**src/rtl/sia_txdma.sv**
```systemverilog
// sia_txdma: transmit DMA sequencer for the SIA.
// Copies a block of 16-bit words from memory into the SIA transmit data
// register. Each word is read over the memory Wishbone pipelined master,
// then written over the SIA master once the SIA reports room (dreq_i).
//
// Ports:
//   clk_i, reset_i            clock, synchronous active-high reset
//   start_i, abort_i          control: start pulse (idle only), abort level
//   src_adr_i, count_i        transfer source word address and length
//   busy_o, done_o, aborted_o status: busy, completion pulse, sticky abort
//   mem_*                     Wishbone B.4 pipelined master, memory reads
//   sia_*                     Wishbone B.4 pipelined master, SIA TX writes
//   dreq_i                    SIA txq_not_full, paces each write
module sia_txdma #(
    parameter logic [2:0]  SIA_ADR_TX = 3'b010,
    parameter int unsigned AW         = 23,
    parameter int unsigned CW         = 16
) (
    input  logic          clk_i,
    input  logic          reset_i,
    input  logic          start_i,
    input  logic          abort_i,
    input  logic [AW-1:0] src_adr_i,
    input  logic [CW-1:0] count_i,
    output logic          busy_o,
    output logic          done_o,
    output logic          aborted_o,
    output logic [AW:1]   mem_adr_o,
    output logic          mem_cyc_o,
    output logic          mem_stb_o,
    output logic [1:0]    mem_sel_o,
    input  logic [15:0]   mem_dat_i,
    input  logic          mem_ack_i,
    input  logic          mem_stall_i,
    output logic [2:0]    sia_adr_o,
    output logic          sia_cyc_o,
    output logic          sia_stb_o,
    output logic          sia_we_o,
    output logic [1:0]    sia_sel_o,
    output logic [15:0]   sia_dat_o,
    input  logic          sia_ack_i,
    input  logic          sia_stall_i,
    input  logic          dreq_i
);

    typedef enum logic [2:0] {
        S_IDLE      = 3'd0,
        S_RD_REQ    = 3'd1,
        S_RD_WAIT   = 3'd2,
        S_WAIT_DREQ = 3'd3,
        S_WR_REQ    = 3'd4,
        S_WR_WAIT   = 3'd5
    } state_t;

    state_t        state;
    state_t        state_nxt;
    logic [AW:1]   addr;
    logic [AW:1]   addr_nxt;
    logic [CW-1:0] remain;
    logic [CW-1:0] remain_nxt;
    logic [15:0]   data_buf;
    logic [15:0]   data_buf_nxt;
    logic          done_nxt;
    logic          aborted_nxt;

    // Next-cycle output values, registered below.
    logic          busy_c;
    logic [AW:1]   mem_adr_c;
    logic          mem_cyc_c;
    logic          mem_stb_c;
    logic [1:0]    mem_sel_c;
    logic [2:0]    sia_adr_c;
    logic          sia_cyc_c;
    logic          sia_stb_c;
    logic          sia_we_c;
    logic [1:0]    sia_sel_c;
    logic [15:0]   sia_dat_c;

    // State, datapath and output registers.
    always_ff @(posedge clk_i) begin
        if (reset_i) begin
            state     <= S_IDLE;
            addr      <= '0;
            remain    <= '0;
            data_buf  <= '0;
            busy_o    <= 1'b0;
            done_o    <= 1'b0;
            aborted_o <= 1'b0;
            mem_adr_o <= '0;
            mem_cyc_o <= 1'b0;
            mem_stb_o <= 1'b0;
            mem_sel_o <= 2'b00;
            sia_adr_o <= 3'b000;
            sia_cyc_o <= 1'b0;
            sia_stb_o <= 1'b0;
            sia_we_o  <= 1'b0;
            sia_sel_o <= 2'b00;
            sia_dat_o <= 16'h0000;
        end else begin
            state     <= state_nxt;
            addr      <= addr_nxt;
            remain    <= remain_nxt;
            data_buf  <= data_buf_nxt;
            busy_o    <= busy_c;
            done_o    <= done_nxt;
            aborted_o <= aborted_nxt;
            mem_adr_o <= mem_adr_c;
            mem_cyc_o <= mem_cyc_c;
            mem_stb_o <= mem_stb_c;
            mem_sel_o <= mem_sel_c;
            sia_adr_o <= sia_adr_c;
            sia_cyc_o <= sia_cyc_c;
            sia_stb_o <= sia_stb_c;
            sia_we_o  <= sia_we_c;
            sia_sel_o <= sia_sel_c;
            sia_dat_o <= sia_dat_c;
        end
    end

    // Next-state and datapath sequencing.
    always_comb begin
        state_nxt    = state;
        addr_nxt     = addr;
        remain_nxt   = remain;
        data_buf_nxt = data_buf;
        done_nxt     = 1'b0;
        aborted_nxt  = aborted_o;

        case (state)
            S_IDLE: begin
                if (start_i) begin
                    if (count_i != '0) begin
                        addr_nxt    = src_adr_i;
                        remain_nxt  = count_i;
                        aborted_nxt = 1'b0;
                        state_nxt   = S_RD_REQ;
                    end else begin
                        // Empty transfer: complete immediately, no bus traffic.
                        done_nxt = 1'b1;
                    end
                end
            end
            S_RD_REQ: begin
                if (!mem_stall_i) begin
                    state_nxt = S_RD_WAIT;
                end
            end
            S_RD_WAIT: begin
                if (mem_ack_i) begin
                    data_buf_nxt = mem_dat_i;
                    state_nxt    = S_WAIT_DREQ;
                end
            end
            S_WAIT_DREQ: begin
                if (dreq_i) begin
                    state_nxt = S_WR_REQ;
                end
            end
            S_WR_REQ: begin
                if (!sia_stall_i) begin
                    state_nxt = S_WR_WAIT;
                end
            end
            S_WR_WAIT: begin
                if (sia_ack_i) begin
                    remain_nxt = remain - CW'(1);
                    addr_nxt   = addr + AW'(1);
                    if (remain_nxt == '0) begin
                        done_nxt  = 1'b1;
                        state_nxt = S_IDLE;
                    end else begin
                        state_nxt = S_RD_REQ;
                    end
                end
            end
            default: begin
                state_nxt = S_IDLE;
            end
        endcase

        // Abort overrides sequencing, but a word acked this cycle still counts.
        if (abort_i && (state != S_IDLE)) begin
            state_nxt   = S_IDLE;
            done_nxt    = 1'b1;
            aborted_nxt = 1'b1;
        end
    end

    // Bus outputs decoded from the next state so they line up with it.
    always_comb begin
        busy_c    = (state_nxt != S_IDLE);
        mem_cyc_c = (state_nxt == S_RD_REQ) || (state_nxt == S_RD_WAIT);
        mem_stb_c = (state_nxt == S_RD_REQ);
        mem_sel_c = mem_stb_c ? 2'b11 : 2'b00;
        mem_adr_c = mem_cyc_c ? addr_nxt : '0;
        sia_cyc_c = (state_nxt == S_WR_REQ) || (state_nxt == S_WR_WAIT);
        sia_stb_c = (state_nxt == S_WR_REQ);
        sia_we_c  = sia_cyc_c;
        sia_adr_c = sia_cyc_c ? SIA_ADR_TX : 3'b000;
        sia_sel_c = sia_cyc_c ? 2'b11 : 2'b00;
        sia_dat_c = sia_cyc_c ? data_buf_nxt : 16'h0000;
    end

endmodule

```
**config.mk**
```make
export PLATFORM = sky130hd
export DESIGN_NAME = sia_txdma
export DESIGN_NICKNAME = d
export VERILOG_FILES = /design/src/rtl/sia_txdma.sv
export SDC_FILE = /design/constraint.sdc
export NUM_CORES = 1
export LEC_CHECK = 0
export CORE_MARGIN = 2
export CORE_UTILIZATION = 40
export CTS_CLUSTER_SIZE = 8
export DETAILED_ROUTE_END_ITERATION = 6
export GPL_TIMING_DRIVEN = 0
export PLACE_DENSITY = 0.77
export SYNTH_ARGS = -nofsm -noshare
export SYNTH_HDL_FRONTEND = slang
export SYNTH_SLANG_ARGS = --single-unit
```
**constraint.sdc**
```tcl
create_clock -name clk_i -period 6.1 [get_ports clk_i]
set_clock_uncertainty 0.1 [all_clocks]
set_input_delay 1.22 -clock clk_i [delete_from_list [all_inputs] [get_ports clk_i]]
set_output_delay 1.22 -clock clk_i [all_outputs]
set_load 0.02 [all_outputs]
```
==> flow_metrics.py, run 1 <==
metrics = {
    "logic_synthesis": {
        "yosys_warnings": 0,
        "yosys.area_share.simple_pct": 23.6,
        "synth_async_sr_flop_share_pct": 0,
        "syn-cell-area_sq_mm": 0.00455,
        "ys_seq_area_share_pct": 45.8,
        "avgSynthCellArea_sq_um": 8.27,
        "synth_compound_area_share_pct": 20.1,
        "muxShareOfSynthArea_pct": 3.52,
        "synthXorXnorAreaFrac_pct": 0.385,
        "synth_seq_cells": 104,
        "syn_inst": 550,
        "synth_top_flop_cell": "dfxtp_1",
        "synth_fa_ha_area_share_pct": 0.825,
        "synth-edff-count": 0,
        "synth_top_family_by_area": "simple AND/OR/NAND/NOR gates",
        "synth_cell_types": 61,
    },
    "clock_tree": {
        "hold_buffers": 0,
        "cts.clk_slew.worst_paths_ns": 0.07,
        "h-tree-depth": 3,
        "post-cts-setup-buffers": 0,
        "clock-sinks": 104,
        "cts_resized": 0,
        "cts_buffer_depth": 2,
        "cts_tree": "done",
        "cts_inserted_buffers": 9,
        "clockRootBuffer": "clkbuf_16",
        "clk_latency_ns": 0.34,
    },
    "hold_path": {
        "hold_depth": 2,
        "hp-class": "flop to flop",
    },
    "grt": {
        "grt_pass1_wl_um": 22300,
        "antenna_found_initial": 0,
        "grt_start_max_net_pins": 19,
        "grt_pass1_vias": 4584,
        "grt.overflow.total": 0,
        "grt_usage_pct": 22.2,
    },
    "pwr": {
        "seqPwrFrac_pct": 47.3,
        "ir_worst_vdd_uv": 167,
        "power_density_mw_per_mm2": 252,
        "p_clk_share_pct": 36.4,
        "power.share.switching_pct": 27.9,
        "combPwrFrac_pct": 16.3,
        "p_int_uw": 1120,
        "p_leak_uw": 0.00224,
        "switchingPower_uw": 434,
    },
    "layout": {
        "multi_input_comb_area_sq_mm": 0.00221,
        "nNetsFinal": 742,
        "seq_area_sq_mm": 0.00208,
        "fin_util_pct": 56.0,
        "nFillCells": 1002,
        "stdcell_count": 820,
        "diodes": 0,
        "mostFrequentLayoutCells": "clkdlybuf4s50_1, dfxtp_1, nor2_1, a21oi_1, nand2_1",
        "drive_gt1_share_pct": 4.71,
        "layout_commonest_cell": "clkdlybuf4s50_1",
        "final_area_sq_mm": 0.00615,
        "syn_to_final_growth_pct": 35.3,
    },
    "setup_path": {
        "rr_worst_depth": 10,
        "critPathRequiredTime_ns": 6.22,
        "cp_max_fo": 10,
        "path_class": "input pin to flop",
        "end_kind": "flop",
        "critPathArrivalTime_ns": 4.00,
        "critPathLaunchType": "input pin",
    },
    "sta": {
        "rsz0062_at_grt": "no",
        "relSlewSlack_pct": 27.1,
        "setup_viol": 0,
        "setup_slack_ns": 2.22,
        "min_period_ns": 3.88,
        "worst_pin_slew_ns": 1.09,
        "finalCritPeriodShare_pct": 63.6,
        "hold_violations": 0,
        "max_freq_mhz": 258,
        "tns_ns": 0,
        "final_max_slew_viol_count": 0,
    },
    "drt": {
        "ant_nets": 0,
        "dr_total_vias": 4661,
        "via_per_inst": 5.68,
        "avgRoutedWirePerCell_um": 17.0,
        "wl_um": 14000,
        "drt-initial-drc-count": 225,
        "drc_errors": 0,
        "first_pass_iters": 6,
    },
    "floorplanning": {
        "design.die.area_sq_mm": 0.0122,
        "die_h_um": 111,
        "start_util_pct": 41.4,
        "core_sq_mm": 0.0110,
        "boundaryPins": 118,
        "core.rowCount": 38,
        "die_x_um": 111,
    },
    "placement": {
        "place_inst": 804,
        "post-dp-hpwl_um": 10200,
        "post_dp_cell_area_sq_mm": 0.00586,
        "io_buffers": 113,
        "place_congestion": 0.941,
        "dp_slack_ns": 1.97,
    },
    "outcome": {
        "status": "complete, no violations",
    },
    "flow_run": {
        "drv_cap": 0,
    },
}
[layer usage]
layer  wire length [um]  GRT usage, %
met1               5780          27.4
met2               6670          36.9
met3               1270          6.31
met4                241          8.33
met5                  0             0
[final timing paths]
check | to | startpoint | slack, ns
min | data_buf[6] | data_buf[6] | 0.39
max reg2reg | mem_adr_o[13] | remain[0] | 2.75
max | mem_adr_o[13] | count_i[0] | 2.22
min reg2reg | data_buf[6] | data_buf[6] | 0.39
[through the flow]
stage	hold slack (ns)	power, uW
after floorplan	0.356	885
after global placement	0.368	990
after detailed placement	0.381	997
after CTS	0.399	1550
after global routing	0.425	1610
final	0.390	1550
[state kept, by name (all words and copies together) (netlist names)]
signal,count
busy_o,1
addr,23
sia_dat_o,16
state,3
mem_adr_o,23
data_buf,16
mem_sel_o,1
sia_sel_o,1
sia_stb_o,1
done_o,1
remain,16
aborted_o,1
mem_cyc_o,1
[cell families after synthesis]
group,after synthesis
simple gates,226
compound gates,143
flops,104
buf+inv,55
mux,16
fa+ha+maj,3
xor+xnor,2
other cells,1
[cells in the mapped netlist, drive strengths merged (5+ instances only)]
library cell,number,area [sq um]
dfxtp,104,2080
nand3,14,70.1
nand4,10,62.6
buf,13,103
mux2i,16,160
nand2,40,150
a221oi,5,43.8
clkbuf,30,113
o211ai,7,57.6
inv,12,45.0
nor2,100,375
a211oi,9,67.6
nor3,13,65.1
a31oi,13,81.3
and3,10,62.6
a21oi,50,250
nor4,11,75.1
a22oi,5,37.5
o21ai,25,125
[power groups by stage]
stage / registers [uW] / logic [uW] / clock network [uW]
final: 734 / 253 / 566
after global routing: 737 / 275 / 596
after CTS: 733 / 250 / 571
after detailed placement: 749 / 248 / 0
after global placement: 746 / 244 / 0
after floorplan: 756 / 129 / 0
[cell type report]
cell class	count	area share (%)
Clock inverter	5	0.834
Multi-Input combinational cell	392	35.9
Sequential cell	104	33.8
Timing Repair Buffer	113	18.4
Tap cell	140	2.85
Clock buffer	11	3.95
Inverter	12	0.732
Buffer	43	3.50
[worst max-delay path, stage by stage]
cell             delay (ns)
clkdlybuf4s50_1        0.44
nor4_1                 0.50
and4_1                 0.26
clkbuf_1               0.22
o211a_1                0.22
nor2_1                 0.08
a22oi_1                0.49
clkbuf_1               0.43
a21oi_1                0.14
Note: power is estimated with default switching activity, not from simulation.
==> inputs of run 2 (changes only) <==
--- a/config.mk
+++ b/config.mk
@@ -10,7 +10,7 @@
 export CTS_CLUSTER_SIZE = 8
 export DETAILED_ROUTE_END_ITERATION = 6
 export GPL_TIMING_DRIVEN = 0
-export PLACE_DENSITY = 0.77
+export PLACE_DENSITY = 0.79
 export SYNTH_ARGS = -nofsm -noshare
 export SYNTH_HDL_FRONTEND = slang
 export SYNTH_SLANG_ARGS = --single-unit
==> constraint.sdc (replaced) <==
create_clock -name clk_i -period 3.52 [get_ports clk_i]
set_clock_uncertainty 0.1 [all_clocks]
set_input_delay 0.704 -clock clk_i [delete_from_list [all_inputs] [get_ports clk_i]]
set_output_delay 0.704 -clock clk_i [all_outputs]
set_load 0.02 [all_outputs]
==> run 2 against run 1 <==
  * Core utilization grew 0.21 points
  * Wire length is 3.7% lower
  * Die area did not move
  * Final area grew 0.37%
  * Critical path depth stayed put
  * Worst setup slack got worse by 1.9 ns
  * Clock-buffer cell count down 1
  * Largest cell class unchanged
==> flow_metrics.py, run 2 (synthesis gave the netlist of run 1 again) <==
metrics = {
    "outcome": {
        "status": "complete, no violations",
    },
    "clock_tree": {
        "cts_buffer_depth": 2,
        "clockRootBuffer": "clkbuf_16",
        "cts_inserted_buffers": 9,
        "clock-sinks": 104,
        "h-tree-depth": 3,
        "cts.clk_slew.worst_paths_ns": 0.07,
        "cts_tree": "done",
        "clk_latency_ns": 0.35,
    },
    "setup_path": {
        "r2r-end": "mem_adr_o[4]",
        "worstPathCellList": "clkdlybuf4s50_1 > nor4_1 > and4_1 > clkbuf_1 > o211a_1 > nor2_1 > a22oi_2 > clkbuf_1 > a21oi_1",
        "crit_end": "mem_adr_o[4]",
        "slowest_stage": "nor4_1",
        "rrSetupSlack_ns": 0.39,
        "path_class": "input pin to flop",
        "cp_max_fo": 10,
        "rr_worst_depth": 10,
        "startpoint": "count_i[3]",
        "end_kind": "flop",
        "critPathLaunchType": "input pin",
        "critPathArrivalTime_ns": 3.34,
        "critPathMostFrequentCell": "clkbuf_1",
        "reg2reg_from": "remain[0]",
        "max_stage_delay_ns": 0.50,
        "critPathRequiredTime_ns": 3.64,
    },
    "drt": {
        "drt-initial-drc-count": 345,
        "dr_total_vias": 4644,
        "avgRoutedWirePerCell_um": 16.4,
        "ant_nets": 0,
        "drc_errors": 0,
        "wl_um": 13400,
        "first_pass_iters": 5,
        "via_per_inst": 5.66,
    },
    "placement": {
        "place_inst": 804,
        "post-dp-hpwl_um": 9820,
        "place_congestion": 0.955,
        "dp_slack_ns": -0.102,
        "io_buffers": 113,
    },
    "layout": {
        "top_regs": "addr (23), mem_adr_o (23)",
        "syn_to_final_growth_pct": 35.8,
        "drive_gt1_share_pct": 5.15,
        "layout_commonest_cell": "clkdlybuf4s50_1",
        "stdcell_count": 820,
        "diodes": 0,
        "mostFrequentLayoutCells": "clkdlybuf4s50_1, dfxtp_1, nor2_1, a21oi_1, nand2_1",
        "nNetsFinal": 742,
    },
    "floorplanning": {
        "core_sq_mm": 0.0110,
        "design.die.area_sq_mm": 0.0122,
        "die_h_um": 111,
        "die_x_um": 111,
        "start_util_pct": 41.4,
        "boundaryPins": 118,
        "core.rowCount": 38,
    },
    "pwr": {
        "seqPwrFrac_pct": 46.4,
        "power_density_mw_per_mm2": 443,
        "ir_worst_vdd_uv": 358,
        "switchingPower_uw": 731,
        "p_leak_uw": 0.00225,
        "combPwrFrac_pct": 16.0,
        "power.share.switching_pct": 26.7,
        "p_int_uw": 2000,
        "p_clk_share_pct": 37.5,
    },
    "sta": {
        "hold_violations": 0,
        "holdWs_ns": 0.388,
        "setup_viol": 0,
        "worst_pin_slew_ns": 1.09,
        "rsz0062_at_grt": "no",
        "relSlewSlack_pct": 26.4,
        "tns_ns": 0,
        "final_max_slew_viol_count": 0,
        "max_freq_mhz": 311,
        "setup_slack_ns": 0.304,
        "min_period_ns": 3.22,
        "finalCritPeriodShare_pct": 91.4,
    },
    "flow_run": {
        "drv_cap": 0,
    },
    "grt": {
        "grt_pass1_wl_um": 21700,
        "grt_start_max_net_pins": 18,
        "antenna_found_initial": 0,
        "grt_usage_pct": 21.7,
        "grt_pass1_vias": 4450,
        "grt.overflow.total": 0,
    },
    "hold_path": {
        "hp-class": "flop to flop",
    },
}
==> run 2: cell types whose count changed in the layout (fill, tap and decap cells not counted), sizes merged <==
cell	previous run	this run
bufinv	0	1
clkbuf	41	40
clkinv	4	3
clkinvlp	0	1
==> run 2: area by class of cell <==
cell class	instances	area, sq um
Inverter	12	45.0
Clock inverter	6	67.6
Multi-Input combinational cell	392	2220
Buffer	43	215
Tap cell	140	175
Sequential cell	104	2080
Fill cell	971	4810
Clock buffer	10	239
Timing Repair Buffer	113	1130
==> run 2: repair_timing <==
item | 4_1_cts | 5_1_grt
gates resized for setup | 0 | 2
setup buffers | 0 | 0
hold buffers | 0 | 0
endpoints found under the setup margin | 0 | 20
==> run 2: worst min-delay path by stage <==
stage	startpoint	endpoint	slack (ns)	cells after the start
after floorplan	data_buf[15]	data_buf[15]	0.36	2
after global placement	data_buf[9]	data_buf[9]	0.37	2
after detailed placement	data_buf[12]	data_buf[12]	0.38	2
after CTS	data_buf[12]	data_buf[12]	0.39	2
after global routing	data_buf[12]	data_buf[12]	0.43	2
final	data_buf[12]	data_buf[12]	0.39	2
==> run 2: per-layer routing <==
layer	global-route usage, %	part of all wire [%]	vias up
li1	-	-	2215
met1	27.4	41	2146
met2	35.6	46	252
met3	6.37	11	31
met4	7.42	2.3	0
met5	0	0	-
==> run 2: metrics by stage <==
step / instance area, sq um / total power, uW / utilization (%)
after floorplan: 4550 / 1530 / -
after global placement: 5860 / 1710 / 53.3
after detailed placement: 5860 / 1720 / 53.3
after CTS: 6160 / 2740 / 56.1
after global routing: 6170 / 2850 / 56.2
final: 6170 / 2730 / 56.2
==> run 2: worst max-delay path, delay by kind of cell <==
| family | cells | cell delay, ns |
|---|---|---|
| AO/OA/AOI/OAI | 3 | 0.70 |
| buffers and inverters | 3 | 1.07 |
| AND/OR/NAND/NOR | 3 | 0.85 |
==> run 2: power groups by stage <==
| stage | combinational [uW] | sequential (uW) | clock (uW) |
|---|---|---|---|
| 4_1_cts | 431 | 1270 | 1050 |
| 6_report | 438 | 1270 | 1030 |
| 3_3_place_gp | 421 | 1290 | 0 |
| 2_1_floorplan | 224 | 1310 | 0 |
| 3_5_place_dp | 428 | 1290 | 0 |
| 5_1_grt | 478 | 1280 | 1100 |
==> inputs of run 3 (changes only) <==
--- a/config.mk
+++ b/config.mk
@@ -7,6 +7,7 @@
 export LEC_CHECK = 0
 export CORE_MARGIN = 2
 export CORE_UTILIZATION = 40
+export CTS_CLUSTER_DIAMETER = 100
 export CTS_CLUSTER_SIZE = 8
 export DETAILED_ROUTE_END_ITERATION = 6
 export GPL_TIMING_DRIVEN = 0
==> results of run 3 <==
No change in the layout: final DEF, timing and power equal those of run 2.
